`config.mk`:
```
export PLATFORM = sky130hd
export DESIGN_NAME = elevator_car_controller
export DESIGN_NICKNAME = d
export VERILOG_FILES = /design/src/rtl/elevator_car_controller.sv
export SDC_FILE = /design/constraint.sdc
export NUM_CORES = 1
export LEC_CHECK = 0
export CELL_PAD_IN_SITES_DETAIL_PLACEMENT = 0
export CELL_PAD_IN_SITES_GLOBAL_PLACEMENT = 1
export CORE_MARGIN = 1
export CORE_UTILIZATION = 40
export DETAILED_ROUTE_END_ITERATION = 8
export DONT_BUFFER_PORTS = 1
export HOLD_SLACK_MARGIN = 0.12
export PLACE_DENSITY_LB_ADDON = 0.1
export REMOVE_ABC_BUFFERS = 1
export SLEW_MARGIN = 5
export SYNTH_ARGS = -nofsm -noshare
export SYNTH_HDL_FRONTEND = slang
export SYNTH_SLANG_ARGS = --single-unit
```
`constraint.sdc`:
```
create_clock -name clk -period 5.4 [get_ports clk]
set_input_delay 0.54 -clock clk [delete_from_list [all_inputs] [get_ports clk]]
set_output_delay 0.54 -clock clk [all_outputs]
set_load 0.1 [all_outputs]
```
`src/rtl/elevator_car_controller.sv`:
```
// elevator_car_controller
//   Single-car elevator controller for floors 1..7. Three states (IDLE,
//   MOVING, DOOR_OPEN) share one 16-bit down-counter that times both
//   floor-to-floor travel and the door dwell. Cab calls are latched locally.
//   Hall calls are owned by the dispatcher; this block only reports them as
//   served.
//
// Ports
//   clk            rising-edge clock
//   reset          synchronous, active-high
//   assignedButton hall calls for this car; floor f: bit 2f-2 down, 2f-1 up
//   carButton      cab buttons, bit f-1 = floor f (a pulse is enough)
//   currentFloor   registered floor number 1..7
//   direction      registered: STOP=00, UP=10, DOWN=01
//   doorOpen       registered, high while the door is open
//   servedButton   one-cycle pulse of hall calls served (assignedButton map)
//   carCallLit     latched cab calls
module elevator_car_controller #(
    parameter int MOVE_CYCLES = 8,
    parameter int DOOR_CYCLES = 6
) (
    input  logic        clk,
    input  logic        reset,
    input  logic [13:0] assignedButton,
    input  logic [6:0]  carButton,
    output logic [2:0]  currentFloor,
    output logic [1:0]  direction,
    output logic        doorOpen,
    output logic [13:0] servedButton,
    output logic [6:0]  carCallLit
);
    localparam logic [1:0]  DIR_STOP  = 2'b00;
    localparam logic [1:0]  DIR_UP    = 2'b10;
    localparam logic [1:0]  DIR_DOWN  = 2'b01;
    localparam logic [15:0] MOVE_LOAD = 16'(MOVE_CYCLES - 1);
    localparam logic [15:0] DOOR_LOAD = 16'(DOOR_CYCLES - 1);

    typedef enum logic [1:0] {IDLE, MOVING, DOOR_OPEN} state_t;

    state_t      state;
    logic [15:0] count;

    function automatic logic [6:0] floor_bit(input logic [2:0] f);
        return 7'h01 << (f - 3'd1);
    endfunction

    // Floors strictly above f (f=7 yields an empty mask).
    function automatic logic [6:0] above_mask(input logic [2:0] f);
        return 7'h7f << f;
    endfunction

    // Floors strictly below f (f=1 yields an empty mask).
    function automatic logic [6:0] below_mask(input logic [2:0] f);
        return floor_bit(f) - 7'h01;
    endfunction

    // Places up/down served flags for floor f into the assignedButton layout.
    function automatic logic [13:0] hall_bits(input logic [2:0] f, input logic up, input logic dn);
        logic [13:0] b;
        logic [3:0]  base;
        b       = '0;
        base    = {f - 3'd1, 1'b0};
        b[base] = dn;
        b[base + 4'd1] = up;
        return b;
    endfunction

    // Hall calls split per floor; down-at-1 and up-at-7 do not exist.
    logic [6:0] hall_up, hall_dn, car_req, any_call;
    logic       unused_end_calls;

    always_comb begin
        hall_up = '0;
        hall_dn = '0;
        for (int i = 0; i < 6; i++) hall_up[i] = assignedButton[2*i+1];
        for (int i = 1; i < 7; i++) hall_dn[i] = assignedButton[2*i];
    end

    assign unused_end_calls = assignedButton[0] ^ assignedButton[13];
    // A cab press counts in the same cycle it arrives, not only once latched.
    assign car_req  = carCallLit | carButton;
    assign any_call = car_req | hall_up | hall_dn;

    // Evaluation at the current floor (IDLE and door expiry).
    logic [6:0] cur_bit;
    logic       here_call, req_above, req_below;
    logic       door_up, door_dn, door_bump;

    assign cur_bit   = floor_bit(currentFloor);
    assign here_call = |(any_call & cur_bit);
    assign req_above = |(any_call & above_mask(currentFloor));
    assign req_below = |(any_call & below_mask(currentFloor));
    // Hall calls at this floor that the open door serves; STOP serves both.
    assign door_up   = |(hall_up & cur_bit) & (direction != DIR_DOWN);
    assign door_dn   = |(hall_dn & cur_bit) & (direction != DIR_UP);
    assign door_bump = |(carButton & cur_bit) | door_up | door_dn;

    // Evaluation at the floor being arrived at. A terminal-floor expiry
    // leaves next_floor unchanged and is evaluated as an arrival there.
    logic [2:0]  next_floor;
    logic [6:0]  arr_bit;
    logic        going_up, arr_car, arr_up, arr_dn, arr_beyond, arr_stop;
    logic [13:0] arr_served;

    assign going_up = (direction == DIR_UP);

    always_comb begin
        next_floor = currentFloor;
        if (going_up && currentFloor != 3'd7)
            next_floor = currentFloor + 3'd1;
        else if (direction == DIR_DOWN && currentFloor != 3'd1)
            next_floor = currentFloor - 3'd1;
    end

    assign arr_bit    = floor_bit(next_floor);
    assign arr_car    = |(car_req & arr_bit);
    assign arr_up     = |(hall_up & arr_bit);
    assign arr_dn     = |(hall_dn & arr_bit);
    assign arr_beyond = going_up ? |(any_call & above_mask(next_floor))
                                 : |(any_call & below_mask(next_floor));
    assign arr_stop   = arr_car | (going_up ? arr_up : arr_dn)
                      | ((going_up ? arr_dn : arr_up) & ~arr_beyond);
    // The opposite-direction call is only served when the car will reverse.
    assign arr_served = hall_bits(next_floor,
                                  going_up ? arr_up : (arr_up & ~arr_beyond),
                                  going_up ? (arr_dn & ~arr_beyond) : arr_dn);

    // Cab lamp for the floor whose door is opening or open is never latched.
    logic [6:0] lit_clr;

    always_comb begin
        lit_clr = '0;
        case (state)
            IDLE:      if (here_call) lit_clr = cur_bit;
            MOVING:    if (count == 16'd0 && arr_stop) lit_clr = arr_bit;
            DOOR_OPEN: lit_clr = cur_bit;
            default:   lit_clr = '0;
        endcase
    end

    always_ff @(posedge clk) begin
        if (reset) begin
            state        <= IDLE;
            count        <= '0;
            currentFloor <= 3'd1;
            direction    <= DIR_STOP;
            doorOpen     <= 1'b0;
            servedButton <= '0;
            carCallLit   <= '0;
        end else begin
            servedButton <= '0;
            carCallLit   <= (carCallLit | carButton) & ~lit_clr;
            case (state)
                IDLE: begin
                    if (here_call) begin
                        state        <= DOOR_OPEN;
                        doorOpen     <= 1'b1;
                        count        <= DOOR_LOAD;
                        servedButton <= hall_bits(currentFloor, door_up, door_dn);
                    end else if (req_above) begin
                        state     <= MOVING;
                        direction <= DIR_UP;
                        count     <= MOVE_LOAD;
                    end else if (req_below) begin
                        state     <= MOVING;
                        direction <= DIR_DOWN;
                        count     <= MOVE_LOAD;
                    end
                end
                MOVING: begin
                    if (count != 16'd0) begin
                        count <= count - 16'd1;
                    end else begin
                        currentFloor <= next_floor;
                        if (arr_stop) begin
                            state        <= DOOR_OPEN;
                            doorOpen     <= 1'b1;
                            count        <= DOOR_LOAD;
                            servedButton <= arr_served;
                        end else if (arr_beyond) begin
                            count <= MOVE_LOAD;
                        end else begin
                            state     <= IDLE;
                            direction <= DIR_STOP;
                        end
                    end
                end
                DOOR_OPEN: begin
                    if (door_bump) begin
                        count        <= DOOR_LOAD;
                        servedButton <= hall_bits(currentFloor, door_up, door_dn);
                    end else if (count != 16'd0) begin
                        count <= count - 16'd1;
                    end else begin
                        doorOpen <= 1'b0;
                        count    <= MOVE_LOAD;
                        // Keep going the same way if possible; STOP prefers up.
                        if (direction == DIR_DOWN ? req_below : req_above) begin
                            state     <= MOVING;
                            direction <= (direction == DIR_DOWN) ? DIR_DOWN : DIR_UP;
                        end else if (direction == DIR_DOWN ? req_above : req_below) begin
                            state     <= MOVING;
                            direction <= (direction == DIR_DOWN) ? DIR_UP : DIR_DOWN;
                        end else begin
                            state     <= IDLE;
                            direction <= DIR_STOP;
                            count     <= '0;
                        end
                    end
                end
                default: state <= IDLE;
            endcase
        end
    end
endmodule

```
=== Word-level counts from Yosys, hierarchy flattened ===
Index checks and enable logic that the tools add are counted.

* Input bits: 23
* Word-level logic and storage cells: 169
* Output and inout bits: 27
* Bits in registers: 45

* Reductions and logical operators: 27
* Bitwise gates (word level): 29
* Magnitude comparators: 8
* Shift operators: 4
* Muxes and demuxes: 66
* Equal/unequal tests: 20
* Add/subtract/negate cells: 8

{| class="wikitable"
|+ Operator list
! kind !! count
|-
| 16-bit 2-to-1 mux || 8
|-
| 7-bit OR reduction || 11
|-
| 7-bit bitwise AND || 10
|-
| 14-bit 2-to-1 mux || 4
|-
| 16-bit case mux with 3 select lines || 1
|-
| 14-bit case mux with 3 select lines || 1
|-
| 2-bit 2-to-1 mux || 18
|-
| 14-bit by 13-bit bitwise AND with 14-bit output || 2
|-
| 14-bit bitwise mux || 2
|-
| 7-bit case mux with 3 select lines || 1
|-
| 4-bit by 5-bit < comparator with 1-bit output, second input constant || 4
|-
| 1-bit 2-to-1 mux || 18
|-
| 2-bit inequality test, second input constant || 9
|-
| 4-bit by 1-bit greater-or-equal comparator with 1-bit output, second input constant || 4
|-
| 16-bit logical NOT || 1
|-
| 16-bit nonzero test || 1
|-
| 16-bit by 1-bit subtractor with 16-bit output, second input constant || 1
|-
| 6-bit by 7-bit bitwise AND with 7-bit output || 2
|-
| 7-bit 2-to-1 mux || 2
|-
| 7-bit bitwise OR || 2
|-
| 1-bit by 3-bit << shifter with 7-bit output, first input constant || 2
|-
| 7-bit by 3-bit << shifter with 7-bit output, first input constant || 2
|-
| 7-bit by 1-bit subtractor with 7-bit output, second input constant || 2
|-
| 3-bit 2-to-1 mux || 4
|-
| other kinds (26) || 50
|}

=== Depth between registers and ports, before layout ===
Gate-level depths: netlist (run 1).

* Depth in word-level cells: 18
* Mapped depth: 24
* Mapped depth without buffers: 20

=== Worst setup path before layout (run 1) ===
No wires, ideal clock.

* Path kind: register to register
* Start: reg currentFloor[0]
* End: reg state[0]
* Buffers on the path: 4
* Path slack: 95 ps
* Required time: 5328 ps
* Period minus slack after synthesis: 5305 ps
* Stages on the path, launching flop included: 23
* Data arrival time: 5233 ps
* Setup time: 72 ps
* Cells stage by stage: dfxtp_1 > clkbuf_1 > inv_1 > ha_1 > clkbuf_1 > a31o_2 > a221o_1 > ha_1 > or3_1 > buf_2 > and2_1 > buf_6 > nand2_1 > ha_1 > inv_1 > nor3_1 > xnor2_1 > a21oi_1 > o21bai_1 > and3_1 > o21ai_1 > a311oi_2 > mux2i_1

* Word-level cells in the longest chain between the ends: 16
* Elaborated cells between the ends (all ways): 63
* Classes of those cells: add/sub (5); eq/ne (5); shift (4); mux (16); bitwise (19); reduce/logical (14)

{| class="wikitable"
|+ Ends and longest elaborated chain
! element !! line !! text
|-
| start, declared || 26 || <nowiki>output logic [2:0] currentFloor,</nowiki>
|-
| start signal, assigned || 174 || <nowiki>currentFloor <= next_floor;</nowiki>
|-
| parallel branches: the longest is 16 deep, another holds 7-bit by 1-bit subtractor with 7-bit output || n/a ||
|-
| end signal, assigned || 156 || <nowiki>state <= DOOR_OPEN;</nowiki>
|-
| end signal, assigned || 161 || <nowiki>state <= MOVING;</nowiki>
|-
| end signal, assigned || 176 || <nowiki>state <= DOOR_OPEN;</nowiki>
|-
| end, declared || 40 || <nowiki>state_t state;</nowiki>
|}

Parallel ways; which one is timed is not known. The select of a mux whose other input is x is not followed.
A chain may end at the register's enable or synchronous reset.

=== Final worst setup path (run 1) ===
* Start: reg currentFloor[0]
* End: reg carCallLit[3]

* Word-level cells in the longest chain between the ends: 18
* Elaborated cells between the ends (all ways): 38
* Classes of those cells: add/sub (4); eq/ne (2); shift (3); mux (8); bitwise (12); reduce/logical (9)

{| class="wikitable"
|+ Ends and longest elaborated chain
! element !! line !! text
|-
| parallel branches: the longest is 15 deep, another holds 7-bit by 1-bit subtractor with 7-bit output || n/a ||
|-
| 7-bit case mux with 3 select lines (*) || 133 || <nowiki>case (state)</nowiki>
|-
| 7-bit NOT (*) || 152 || <nowiki>carCallLit <= (carCallLit | carButton) & ~lit_clr;</nowiki>
|-
| 7-bit bitwise AND (*) || 152 ||
|-
| end signal, assigned || 152 ||
|-
| end, declared || 30 || <nowiki>output logic [6:0] carCallLit</nowiki>
|}

Every way passes the cells marked *.

==> summary.md, run 1 <==
| Metric | Value |
|---|---|
| R2R depth | 18 |
| Crit-path max cell delay | roughly 550 ps |
| CTS clock-pin slew for the worst setup and hold paths | around 100 ps |
| Endpoints failing hold | 0 |
| CTS Buf Count | 5 |
| CP bufs+invs | 2 |
| Slowest CP cell | nor4_2 |
| Wire length per cell | approximately 19 um |
| Hold Path Cell Cnt | 1 |
| Crit-path cells | inv_1 -> ha_1 -> a31o_2 -> a221o_1 -> ha_1 -> or3_1 -> and2_1 -> nand2_1 -> ha_1 -> inv_1 -> nor3_1 -> xnor2_1 -> a21oi_1 -> o21bai_1 -> a41o_1 -> a21oi_1 -> nor4_2 -> a21oi_1 |
| 1st-iter DRT viols | between 200 and 300 |
| Largest net degree at the start of global routing | 38 |
| Comb pwr share | approximately three fifths |
| Worst path required time | roughly 5600 ps |
| Initial DRT Pass Iterations | 5 |
| Yosys Warn Count | 0 |
| Synth Register Bits | 45 |
| Sw frac | a little under three fifths |
| Clock sinks | between 40 and 50 |
| Main combinational cell family by area after synthesis | compound AO/OA/AOI/OAI gates |
| Commonest non-fill, non-tap cell in the layout | nor2_1 |
| Syn Inst Count | just under 500 |
| Die width | 100 um |
| TritonCTS clock tree | done |
| Post-synthesis mux area share | 2.24% |
| H-Tree Level Count | 2 |
| Initial antenna violation count | 0 |
| Layout Nets | ~540 |
| CP Class | flop to flop |
| HP Class | input pin to flop |
| VDD IR max | 0.221 mV |
| Layout cells sized above 1 | 13.0% |
| Core area | between 0.009 and 0.01 mm2 |
| Final critical-path required period | slightly below 5000 ps |
| Most frequent cells in the layout | 55 x nor2_1, 45 x dfxtp_1, 40 x a21oi_1, 29 x inv_1, 28 x nand2_1 |
| Dpl hpwl | between 8000 and 9000 um |
| Highest fanout seen on the critical path | 8 |
| Vias in the first global route | 3575 |
| Cell variety after synth | 77 |
| FF-to-FF Start | currentFloor[0] |
| Main synth FF type | dfxtp_1 |
| Synth area leaders | dfxtp_1 23%, ha_1 7.8%, nor2_1 5.4% |
| Initial core utilization | between 40% and 50% |
| Xor-xnor portion of the synthesized cell area | 1.14% |
| Post-synth EDFFs | 0 |
| Source of the worst hold timing path | reset |
| DRT antenna net count | 0 |
| Post-Route WL | 11600 um |
| Pleak | 1.45 nW |
| Final period util | between 90% and 100% |
| Hold path endpoint | count[12] |
| Maximum clock path buffer count | 2 |
| Sequential cell area fraction in the yosys report | between 20% and 30% |
| First-pass GRT wire length | about 18000 um |
| Slew headroom | between 20 and 30% |
| Final GP Congestion | approximately 0.82 |
| CP Capture Type | flop |
| Post-synth top area cell | dfxtp_1 |
| # setup viols final | 0 |
| Total net switching power | 1.10 mW |
| CP delay by family, top | simple AND/OR/NAND/NOR gates |
| Crit start category | flop |
| Place WS | roughly 540 ps |
| Post-CTS sizing | 0 |
| Maximum capacitance violations | 0 |
| Root buffer cell | clkbuf_8 |
| Worst-margin pin slew | 1070 ps |
| Post-CTS Hold Buffers | 0 |
| Rows | 35 |
| Cell depth of the worst setup path | 18 |
| DR vias/cell | between 6 and 7 |
| Die area | 0.0100 mm2 |
| Via Count | ~3.8k |
| All-Layer GR Usage | 23.4% |
| Area share of the largest cell type after synthesis | a little under a quarter |
| Clk pwr share | 11.5% |
| Setup Buffers After CTS | 0 |
| Avg Synthesized Cell Area | 7.75 um2 |
| Final TNS setup | 0 ps |
| IO buf count | 0 |
| Adder-cell share of the synthesized area | roughly 8% |
| Power density cells | approximately 490 mW/mm2 |
| Clk_lat worst skew | 310 ps |
| I/O pin count | 50 |
| Seq pwr share | between 20% and 30% |
| PnR worst setup slack | about 470 ps |
| FMAX | 0.203 GHz |
| Synth Area in Simple Gates | approximately a quarter |
| Post-Route Skew | between 8 and 9 ps |
| Die height | 100 um |
| DRC Markers | 0 |
| Complex-gate fraction of the synthesized area | 33.0% |
| Cell area after synthesis | ~0.0039 mm2 |
| Cell Int Power | 0.892 mW |
| Status | complete, no violations |
| Count of pins over their slew limit | 0 |
| # diodes | 0 |
| Synthesis-to-finish area growth | 5.97% |
| Async SR Flop Fraction | 0% |
| R2R Path End | carCallLit[3] |
| WP data arrival | approximately 5000 ps |
| Reg2Reg Setup Slack | approximately 470 ps |
| GRT Residual Overflow | 0 |
| RSZ-0062 raised after global routing | false |
## state kept, by name (all words and copies together) (netlist names)
name          cells
servedButton     14
currentFloor      3
doorOpen          1
state             2
carCallLit        7
direction         2
count            16
## how the worst max path moves through the flow
stage	endpoint	slack (ps)	startpoint
after CTS	count[7]	500	currentFloor[0]
final	carCallLit[3]	470	currentFloor[0]
after global placement	carCallLit[1]	610	currentFloor[0]
after floorplan	count[0]	-120	currentFloor[0]
after global routing	count[7]	160	currentFloor[0]
after detailed placement	count[7]	540	currentFloor[0]
## cell type report
type,instances,area (um2)
tap,129,161
clock inverter,3,25.0
multi-input combinational,395,2710
clock buffer,5,68.8
inverter,29,109
sequential,45,901
fill,995,5200
timing repair buffer,14,105
## power by group through the flow
stage               Clock, mW  Combinational (mW)  Sequential (mW)
finish                  0.228                1.23            0.531
global route            0.249                1.35            0.538
CTS                     0.240                1.22            0.531
detailed placement          0                1.21            0.538
global placement            0                1.21            0.537
floorplan                   0               0.903            0.561
## metal layers
| layer | up-vias | routed length (um) | track usage, % |
|---|---|---|---|
| li1 | 1849 | - | - |
| met4 | 0 | 163 | 5.46 |
| met5 | - | 0 | 0 |
| met2 | 122 | 5290 | 38.3 |
| met1 | 1794 | 5380 | 31.7 |
| met3 | 11 | 744 | 4.60 |
## cells in the mapped netlist, types with 4 or more instances
cell type / instances
nor2_1: 55
and2_1: 4
ha_1: 24
o21ai_1: 5
o22ai_1: 5
dfxtp_1: 45
a311o_1: 5
mux2i_1: 6
a222oi_1: 6
clkbuf_1: 19
and3_1: 4
a21oi_2: 10
nor4_1: 7
inv_1: 29
nor2b_1: 7
or3_1: 5
a21oi_1: 40
a211o_1: 6
a221oi_1: 4
buf_2: 5
a211oi_1: 4
nand2b_1: 7
o21ai_2: 9
nand3_1: 19
a22oi_1: 9
nor3_1: 20
nand4_1: 7
nand2_1: 28
o21ai_0: 25
## logic make-up after synthesis
kind of cell	count (synthesis)
adders and majority gates	24
DFF	45
muxes	8
and+or+nand+nor	186
buffers and inverters	57
AOI/OAI and AO/OA	172
xor gates and xnor gates	5
## per-stage QoR
stage / cells / total power, mW / cell area, um2 / utilization, % / hold slack (ps)
2_1_floorplan: 469 / 1.46 / 3720 / - / 434
3_3_place_gp: 612 / 1.75 / 3990 / 43.0 / 446
3_5_place_dp: 612 / 1.75 / 3990 / 43.0 / 453
4_1_cts: 620 / 1.99 / 4080 / 44.0 / 277
5_1_grt: 620 / 2.14 / 4080 / 44.0 / 271
6_report: 620 / 1.99 / 4080 / 44.0 / 288
(Power assumes the default switching activity.)
==> inputs of run 2 (changes only) <==
--- a/config.mk
+++ b/config.mk
@@ -7,13 +7,13 @@
 export LEC_CHECK = 0
 export CELL_PAD_IN_SITES_DETAIL_PLACEMENT = 0
 export CELL_PAD_IN_SITES_GLOBAL_PLACEMENT = 1
-export CORE_MARGIN = 1
 export CORE_UTILIZATION = 40
 export DETAILED_ROUTE_END_ITERATION = 8
 export DONT_BUFFER_PORTS = 1
 export HOLD_SLACK_MARGIN = 0.12
 export PLACE_DENSITY_LB_ADDON = 0.1
 export REMOVE_ABC_BUFFERS = 1
+export SETUP_SLACK_MARGIN = 0.02
 export SLEW_MARGIN = 5
 export SYNTH_ARGS = -nofsm -noshare
 export SYNTH_HDL_FRONTEND = slang
==> results of run 2 <==
Same layout as run 1: the final DEF is identical, and so are final timing and power.
